[src/rtl/fetch_pkg.sv]
// Shared types and constants for the RV32I instruction-fetch front end.
package fetch_pkg;

  localparam int unsigned XLEN = 32;
  localparam logic [XLEN-1:0] NOP_INSTR = 32'h0000_0013;

  typedef enum logic {
    IDLE = 1'b0,
    RUN  = 1'b1
  } fetch_state_e;

  typedef struct packed {
    logic [XLEN-1:0] pc;
    logic [XLEN-1:0] instr;
  } fetch_entry_t;

endpackage

[src/rtl/fetch_queue.sv]
// Synchronous prefetch FIFO of {pc, instr} entries with single-cycle flush.
module fetch_queue
  import fetch_pkg::*;
#(
  parameter int unsigned DEPTH   = 4,
  parameter type         entry_t = fetch_entry_t
) (
  input  logic                   clk,
  input  logic                   rst,
  input  logic                   flush,
  input  logic                   push,
  input  entry_t                 push_data,
  input  logic                   pop,
  output entry_t                 head,
  output logic [$clog2(DEPTH):0] count,
  output logic                   empty,
  output logic                   full
);

  localparam int unsigned AW = $clog2(DEPTH);
  localparam logic [AW:0] DEPTH_W = (AW+1)'(DEPTH);

  entry_t        mem [DEPTH];
  logic [AW-1:0] rd_ptr;
  logic [AW-1:0] wr_ptr;
  logic          do_push;
  logic          do_pop;

  assign empty   = (count == '0);
  assign full    = (count == DEPTH_W);
  assign do_pop  = pop && !empty;
  // A pop frees the slot this same cycle, so push at full is fine alongside it.
  assign do_push = push && (!full || do_pop);
  assign head    = mem[rd_ptr];

  always_ff @(posedge clk) begin
    if (do_push && !flush) begin
      mem[wr_ptr] <= push_data;
    end
  end

  always_ff @(posedge clk) begin
    if (rst || flush) begin
      rd_ptr <= '0;
      wr_ptr <= '0;
      count  <= '0;
    end else begin
      if (do_push) begin
        wr_ptr <= wr_ptr + 1'b1;
      end
      if (do_pop) begin
        rd_ptr <= rd_ptr + 1'b1;
      end
      case ({do_push, do_pop})
        2'b10:   count <= count + 1'b1;
        2'b01:   count <= count - 1'b1;
        default: count <= count;
      endcase
    end
  end

  always_ff @(posedge clk) begin
    if (!rst && !flush) begin
      assert (!(push && full && !do_pop));
    end
  end

endmodule

[src/rtl/fetch_unit.sv]
// Instruction-fetch front end: run/idle FSM, credit-limited fetch issue to a
// 1-cycle sync instruction memory, prefetch queue, and redirect flushing.
module fetch_unit
  import fetch_pkg::*;
#(
  parameter int unsigned           DATA_WIDTH  = 32,
  parameter logic [DATA_WIDTH-1:0] RESET_PC    = '0,
  parameter int unsigned           QUEUE_DEPTH = 4
) (
  input  logic                           clk,
  input  logic                           rst,
  input  logic                           trigger_i,
  input  logic                           redirect_i,
  input  logic [DATA_WIDTH-1:0]          redirect_pc_i,
  output logic                           imem_req_o,
  output logic [DATA_WIDTH-1:0]          imem_addr_o,
  input  logic [DATA_WIDTH-1:0]          imem_instr_i,
  output logic                           instr_valid_o,
  input  logic                           instr_ready_i,
  output logic [DATA_WIDTH-1:0]          instr_o,
  output logic [DATA_WIDTH-1:0]          pc_o,
  output logic [DATA_WIDTH-1:0]          pc_plus_4_o,
  output logic                           running_o,
  output logic [$clog2(QUEUE_DEPTH):0]   occupancy_o
);

  localparam int unsigned CW = $clog2(QUEUE_DEPTH) + 1;
  localparam logic [CW:0] DEPTH_W = (CW+1)'(QUEUE_DEPTH);

  typedef struct packed {
    logic [DATA_WIDTH-1:0] pc;
    logic [DATA_WIDTH-1:0] instr;
  } slot_t;

  fetch_state_e          state_q;
  fetch_state_e          state_d;
  logic [DATA_WIDTH-1:0] fetch_pc_q;
  logic [DATA_WIDTH-1:0] inflight_pc_q;
  logic                  inflight_q;
  logic                  issue;
  logic                  push;
  logic                  pop;
  logic [CW:0]           credit;
  slot_t                 push_entry;
  slot_t                 q_head;
  logic [CW-1:0]         q_count;
  logic                  q_empty;
  logic                  q_full;

  // Slots already committed once this cycle's pop and the pending response settle.
  assign credit = {1'b0, q_count} + (CW+1)'(inflight_q) - (CW+1)'(pop);

  always_comb begin
    state_d = state_q;
    issue   = 1'b0;
    case (state_q)
      IDLE: begin
        if (trigger_i) begin
          state_d = RUN;
        end
      end
      RUN: begin
        issue = !redirect_i && (credit < DEPTH_W);
      end
    endcase
  end

  always_ff @(posedge clk) begin
    if (rst) begin
      state_q       <= IDLE;
      fetch_pc_q    <= RESET_PC;
      inflight_pc_q <= '0;
      inflight_q    <= 1'b0;
    end else begin
      state_q    <= state_d;
      inflight_q <= issue;
      if (issue) begin
        inflight_pc_q <= fetch_pc_q;
      end
      if (redirect_i) begin
        fetch_pc_q <= {redirect_pc_i[DATA_WIDTH-1:2], 2'b00};
      end else if (issue) begin
        fetch_pc_q <= fetch_pc_q + DATA_WIDTH'(4);
      end
    end
  end

  // A response landing during a redirect belongs to the wrong path.
  assign push             = inflight_q && !redirect_i;
  assign push_entry.pc    = inflight_pc_q;
  assign push_entry.instr = imem_instr_i;

  fetch_queue #(
    .DEPTH   (QUEUE_DEPTH),
    .entry_t (slot_t)
  ) u_queue (
    .clk       (clk),
    .rst       (rst),
    .flush     (redirect_i),
    .push      (push),
    .push_data (push_entry),
    .pop       (pop),
    .head      (q_head),
    .count     (q_count),
    .empty     (q_empty),
    .full      (q_full)
  );

  assign instr_valid_o = !q_empty && !redirect_i;
  assign pop           = instr_valid_o && instr_ready_i;

  assign imem_req_o  = issue;
  assign imem_addr_o = fetch_pc_q;
  assign instr_o     = instr_valid_o ? q_head.instr : DATA_WIDTH'(NOP_INSTR);
  assign pc_o        = instr_valid_o ? q_head.pc : '0;
  assign pc_plus_4_o = pc_o + DATA_WIDTH'(4);
  assign running_o   = (state_q == RUN);
  assign occupancy_o = q_count + CW'(inflight_q);

  logic unused_full;
  assign unused_full = q_full;

endmodule

[config.mk]
export PLATFORM = sky130hd
export DESIGN_NAME = fetch_unit
export DESIGN_NICKNAME = d
export VERILOG_FILES = /design/src/rtl/fetch_pkg.sv /design/src/rtl/fetch_queue.sv /design/src/rtl/fetch_unit.sv
export SDC_FILE = /design/constraint.sdc
export NUM_CORES = 1
export LEC_CHECK = 0
export ABC_AREA = 1
export CORE_MARGIN = 2
export CORE_UTILIZATION = 40
export CTS_CLUSTER_DIAMETER = 200
export DETAILED_ROUTE_END_ITERATION = 7
export SETUP_SLACK_MARGIN = 0.4
export SYNTH_ARGS = -nofsm -noshare
export SYNTH_HDL_FRONTEND = slang
export SYNTH_SLANG_ARGS = --single-unit
[constraint.sdc]
create_clock -name clk -period 8.7 [get_ports clk]
set_input_delay 1.74 -clock clk [delete_from_list [all_inputs] [get_ports clk]]
set_output_delay 1.74 -clock clk [all_outputs]
set_load 0.005 [all_outputs]
==> qor.tcl <==
set qor(status) {finished clean}
set qor(layout.nets) 1950
set qor(preCtsSetupSlack_ns) 1.87
set qor(worstSkewPairLatency_ns) 0.51
set qor(cp.arrival_ns) 5.06
set qor(bufs_and_invs_on_worst_path) 4
set qor(synth.cell_area_mm2) 0.0150
set qor(whs_path_depth) 2
set qor(synthesis.instances) 1696
set qor(worstSetupStartpointType) {primary input}
set qor(fillCellCount) 3451
set qor(final_max_tran_viols) 0
set qor(worst_path_largest_cell_delay_ns) 0.57
set qor(cp_max_fo) 42
set qor(grt_pass1_wl_um) 60700
set qor(ys_ff_latch) 319
set qor(timing.reg2reg.worst_path_depth) 17
set qor(detail_route.wirelength_um) 38800
set qor(track_usage) 0.199
set qor(clkSinkCount) 319
set qor(layout_min_cycle_time_ns) 6.80
set qor(detailroute.via_count) 11600
set qor(power.static_leakage_nw) 7.22
set qor(fin_total_pwr_mw) 3.34
set qor(grt_antenna_before_repair) 1
set qor(setup_viol) 0
set qor(critical-path-top-delay-family) {buffers and inverters}
set qor(share_of_synthesized_area_occupied_by_flip_flops_and_latches) 0.592
set qor(synth-warning-count) 0
set qor(antenna_cells_inserted) 0
set qor(vdd_drop_max_v) 0.000101
set qor(timing.hold.worst.class) {flop to flop}
set qor(tritoncts) {yes}
set qor(drt-vias-per-instance) 4.91
set qor(vias_in_the_first_global_route) 11200
set qor(crit_path_cell_trace) {clkdlybuf4s50_1, a21oi_4, buf_4, nand3_1, inv_1, ha_1, nand3_1, nor2_1, nand2_1, xor2_1, clkdlybuf4s50_1}
set qor(fin_setup_tns_ns) 0
set qor(die_width_um) 198
set qor(area_delta_synth_final_pct) 23.1
set qor(wl_per_cell_um) 16.4
set qor(detail_route_antenna_nets) 0
set qor(slowest_stage) {sky130_fd_sc_hd__clkdlybuf4s50_1}
set qor(hold-worst-slack_ns) 0.472
set qor(yosys-top-cells-area) {sky130_fd_sc_hd__edfxtp_1, sky130_fd_sc_hd__nand2_1, sky130_fd_sc_hd__dfxtp_1}
set qor(num_rows) 70
set qor(first_pass_iters) 5
set qor(number_of_hold_violations_in_the_final_report) 0
set qor(cts-root-to-sink-buffers) 3
set qor(worst-setup-path-type) {primary input to output pin}
set qor(timing.critical_path.depth) 11
set qor(grt_setup_unrepaired) {no}
set qor(postLayoutCoreUtil) 0.501
set qor(cts_setup_buffers) 0
set qor(worst-endpoint-required_ns) 6.96
set qor(h_tree_lvl_count) 2
set qor(layout.cells.most_common_list) {sky130_fd_sc_hd__nand2_1, sky130_fd_sc_hd__nor2_1, sky130_fd_sc_hd__edfxtp_1}
set qor(drive_gt1_frac) 0.0528
set qor(place_hpwl_um) 24700
set qor(post-synth-top-area-fraction) 0.497
set qor(post-route-period-util) 0.781
set qor(actual_slew_at_the_worst_max_slew_pin_ns) 1.03
set qor(initial_standard_cell_utilization_of_the_core) 0.407
set qor(pin_count_of_the_biggest_net_entering_global_routing) 94
set qor(cts-buffers-inserted) 36
set qor(synth.avg_cell_area_um2) 8.83
set qor(clkTransAtPathRegs_ns) 0.05
set qor(gp_congestion) 0.901
set qor(power-per-cell-area_mw_per_mm2) 181
set qor(cts_root_buf) {sky130_fd_sc_hd__clkbuf_16}
set qor(dieHeight_um) 198
set qor(die-area_mm2) 0.0390
set qor(portBuffers) 194
set qor(globalRouteOverflowTotal) 0
set qor(synth_top_cell_by_area) {sky130_fd_sc_hd__edfxtp_1}
set qor(finClkSkew_ns) 0.0164
set qor(synth.lib_cells_used.distinct) 38
set qor(worst_slack_ns) 1.90
set qor(pin_count) 203
set qor(drt_drc_violations_left) 0
set qor(worst_setup_path_end_kind) {output pin}
set qor(fp.coreArea_mm2) 0.0368
set qor(mostFrequentLayoutCell) {sky130_fd_sc_hd__nand2_1}
set qor(drt-initial-drc-count) 741
set qor(drv_cap) 0
set qor(cts-hold-fix-buffers) 0
set qor(max_slew_margin) 0.314
set qor(fmaxAchievable_mhz) 147
set qor(count_of_instances_resized_after_the_clock_tree_is_built) 0
## flip-flops by register name, summed over array words and instances (netlist names), named ones only
signal          count
u_queue.mem       248
imem_addr_o        30
inflight_pc_q      30
u_queue.count       3
u_queue.rd_ptr      2
u_queue.wr_ptr      2
inflight_q          1
running_o           1
## per-layer routing
layer / GRT usage / wire length, µm
met5: 0 / 13
met4: 0.0551 / 893
met3: 0.0393 / 2830
met2: 0.320 / 17100
met1: 0.275 / 18000
## cells by family (layout without fill, tap and decap cells)
logic type	count (synthesis)	count (layout)	share of synthesized area
other	1	6	0.000250
flip-flops	319	319	0.592
AND/OR/NAND/NOR	909	909	0.248
buffers and inverters	243	437	0.0683
AO/OA/AOI/OAI	187	187	0.0658
XOR/XNOR	25	25	0.0146
adder cells (fa/ha/maj)	12	12	0.0105
## synthesized netlist by cell type
master,instances
sky130_fd_sc_hd__a21oi_2,1
sky130_fd_sc_hd__nand2_2,2
sky130_fd_sc_hd__conb_1,1
sky130_fd_sc_hd__nor3_1,3
sky130_fd_sc_hd__xnor2_1,3
sky130_fd_sc_hd__a21oi_4,1
sky130_fd_sc_hd__nor2_4,8
sky130_fd_sc_hd__a21oi_1,59
sky130_fd_sc_hd__a21boi_0,1
sky130_fd_sc_hd__o311ai_0,3
sky130_fd_sc_hd__inv_4,1
sky130_fd_sc_hd__buf_2,27
sky130_fd_sc_hd__buf_6,4
sky130_fd_sc_hd__or2_2,2
sky130_fd_sc_hd__edfxtp_1,248
sky130_fd_sc_hd__nand3_1,113
sky130_fd_sc_hd__inv_2,1
sky130_fd_sc_hd__nand4_1,6
sky130_fd_sc_hd__o21ai_1,1
sky130_fd_sc_hd__o21bai_1,3
sky130_fd_sc_hd__inv_1,163
sky130_fd_sc_hd__xor2_1,22
sky130_fd_sc_hd__buf_4,12
sky130_fd_sc_hd__nand3b_1,10
sky130_fd_sc_hd__dfxtp_1,71
sky130_fd_sc_hd__nand2_1,458
sky130_fd_sc_hd__a31oi_1,3
sky130_fd_sc_hd__fa_1,1
sky130_fd_sc_hd__nor2_1,294
sky130_fd_sc_hd__ha_1,11
sky130_fd_sc_hd__o21ai_0,112
sky130_fd_sc_hd__nor2_2,11
sky130_fd_sc_hd__buf_1,10
sky130_fd_sc_hd__a22oi_1,2
sky130_fd_sc_hd__o211a_1,1
sky130_fd_sc_hd__nand2_4,1
sky130_fd_sc_hd__nor3b_1,1
sky130_fd_sc_hd__clkbuf_1,25
## final cells by class
class,count,area (µm²),area share
sequential,319,8870,0.481
timing repair buffer,208,2050,0.111
multi-input combinational,1139,5140,0.279
inverter,165,623,0.0338
clock buffer,45,955,0.0518
tap,468,586,0.0318
clock inverter,19,205,0.0111
## power breakdown
| group | switching (mW) | total (mW) | internal [mW] | leakage [nW] |
|---|---|---|---|---|
| Sequential | 0.0336 | 1.70 | 1.67 | 2.79 |
| Clock | 0.580 | 1.48 | 0.898 | 0.569 |
| Combinational | 0.0830 | 0.159 | 0.0764 | 3.86 |
| Total | 0.696 | 3.34 | 2.64 | 7.22 |
## through the flow
stage               instances  instance area [µm²]
detailed placement       2299                17300
CTS                      2363                18400
finish                   2363                18400
global route             2363                18400
global placement         2299                17300
floorplan                1701                15000
## path summary, 6_finish.rpt
path                startpoint              end  slack [ns]
max                 redirect_i  pc_plus_4_o[16]        1.90
min          u_queue.rd_ptr[1]             flop        0.47
max reg2reg   u_queue.count[0]  imem_addr_o[12]        4.87
min reg2reg  u_queue.rd_ptr[1]             flop        0.47
## worst register-to-register path, stage by stage (launching register included)
cell                      delay, ns
sky130_fd_sc_hd__dfxtp_1       0.35
sky130_fd_sc_hd__nor2_1        0.28
sky130_fd_sc_hd__nand2_1       0.14
sky130_fd_sc_hd__nand2_4       0.59
sky130_fd_sc_hd__nor2_4        0.08
sky130_fd_sc_hd__ha_1          0.21
sky130_fd_sc_hd__inv_1         0.05
sky130_fd_sc_hd__ha_1          0.23
sky130_fd_sc_hd__nand3_1       0.10
sky130_fd_sc_hd__nand2_1       0.06
sky130_fd_sc_hd__nand2_1       0.05
sky130_fd_sc_hd__nand3_1       0.10
sky130_fd_sc_hd__nor2_4        0.13
sky130_fd_sc_hd__buf_4         0.45
sky130_fd_sc_hd__inv_1         0.12
sky130_fd_sc_hd__nor2_1        0.58
sky130_fd_sc_hd__nand3_1       0.16
sky130_fd_sc_hd__nand2_1       0.10
Power figures use the tool's default switching activity.
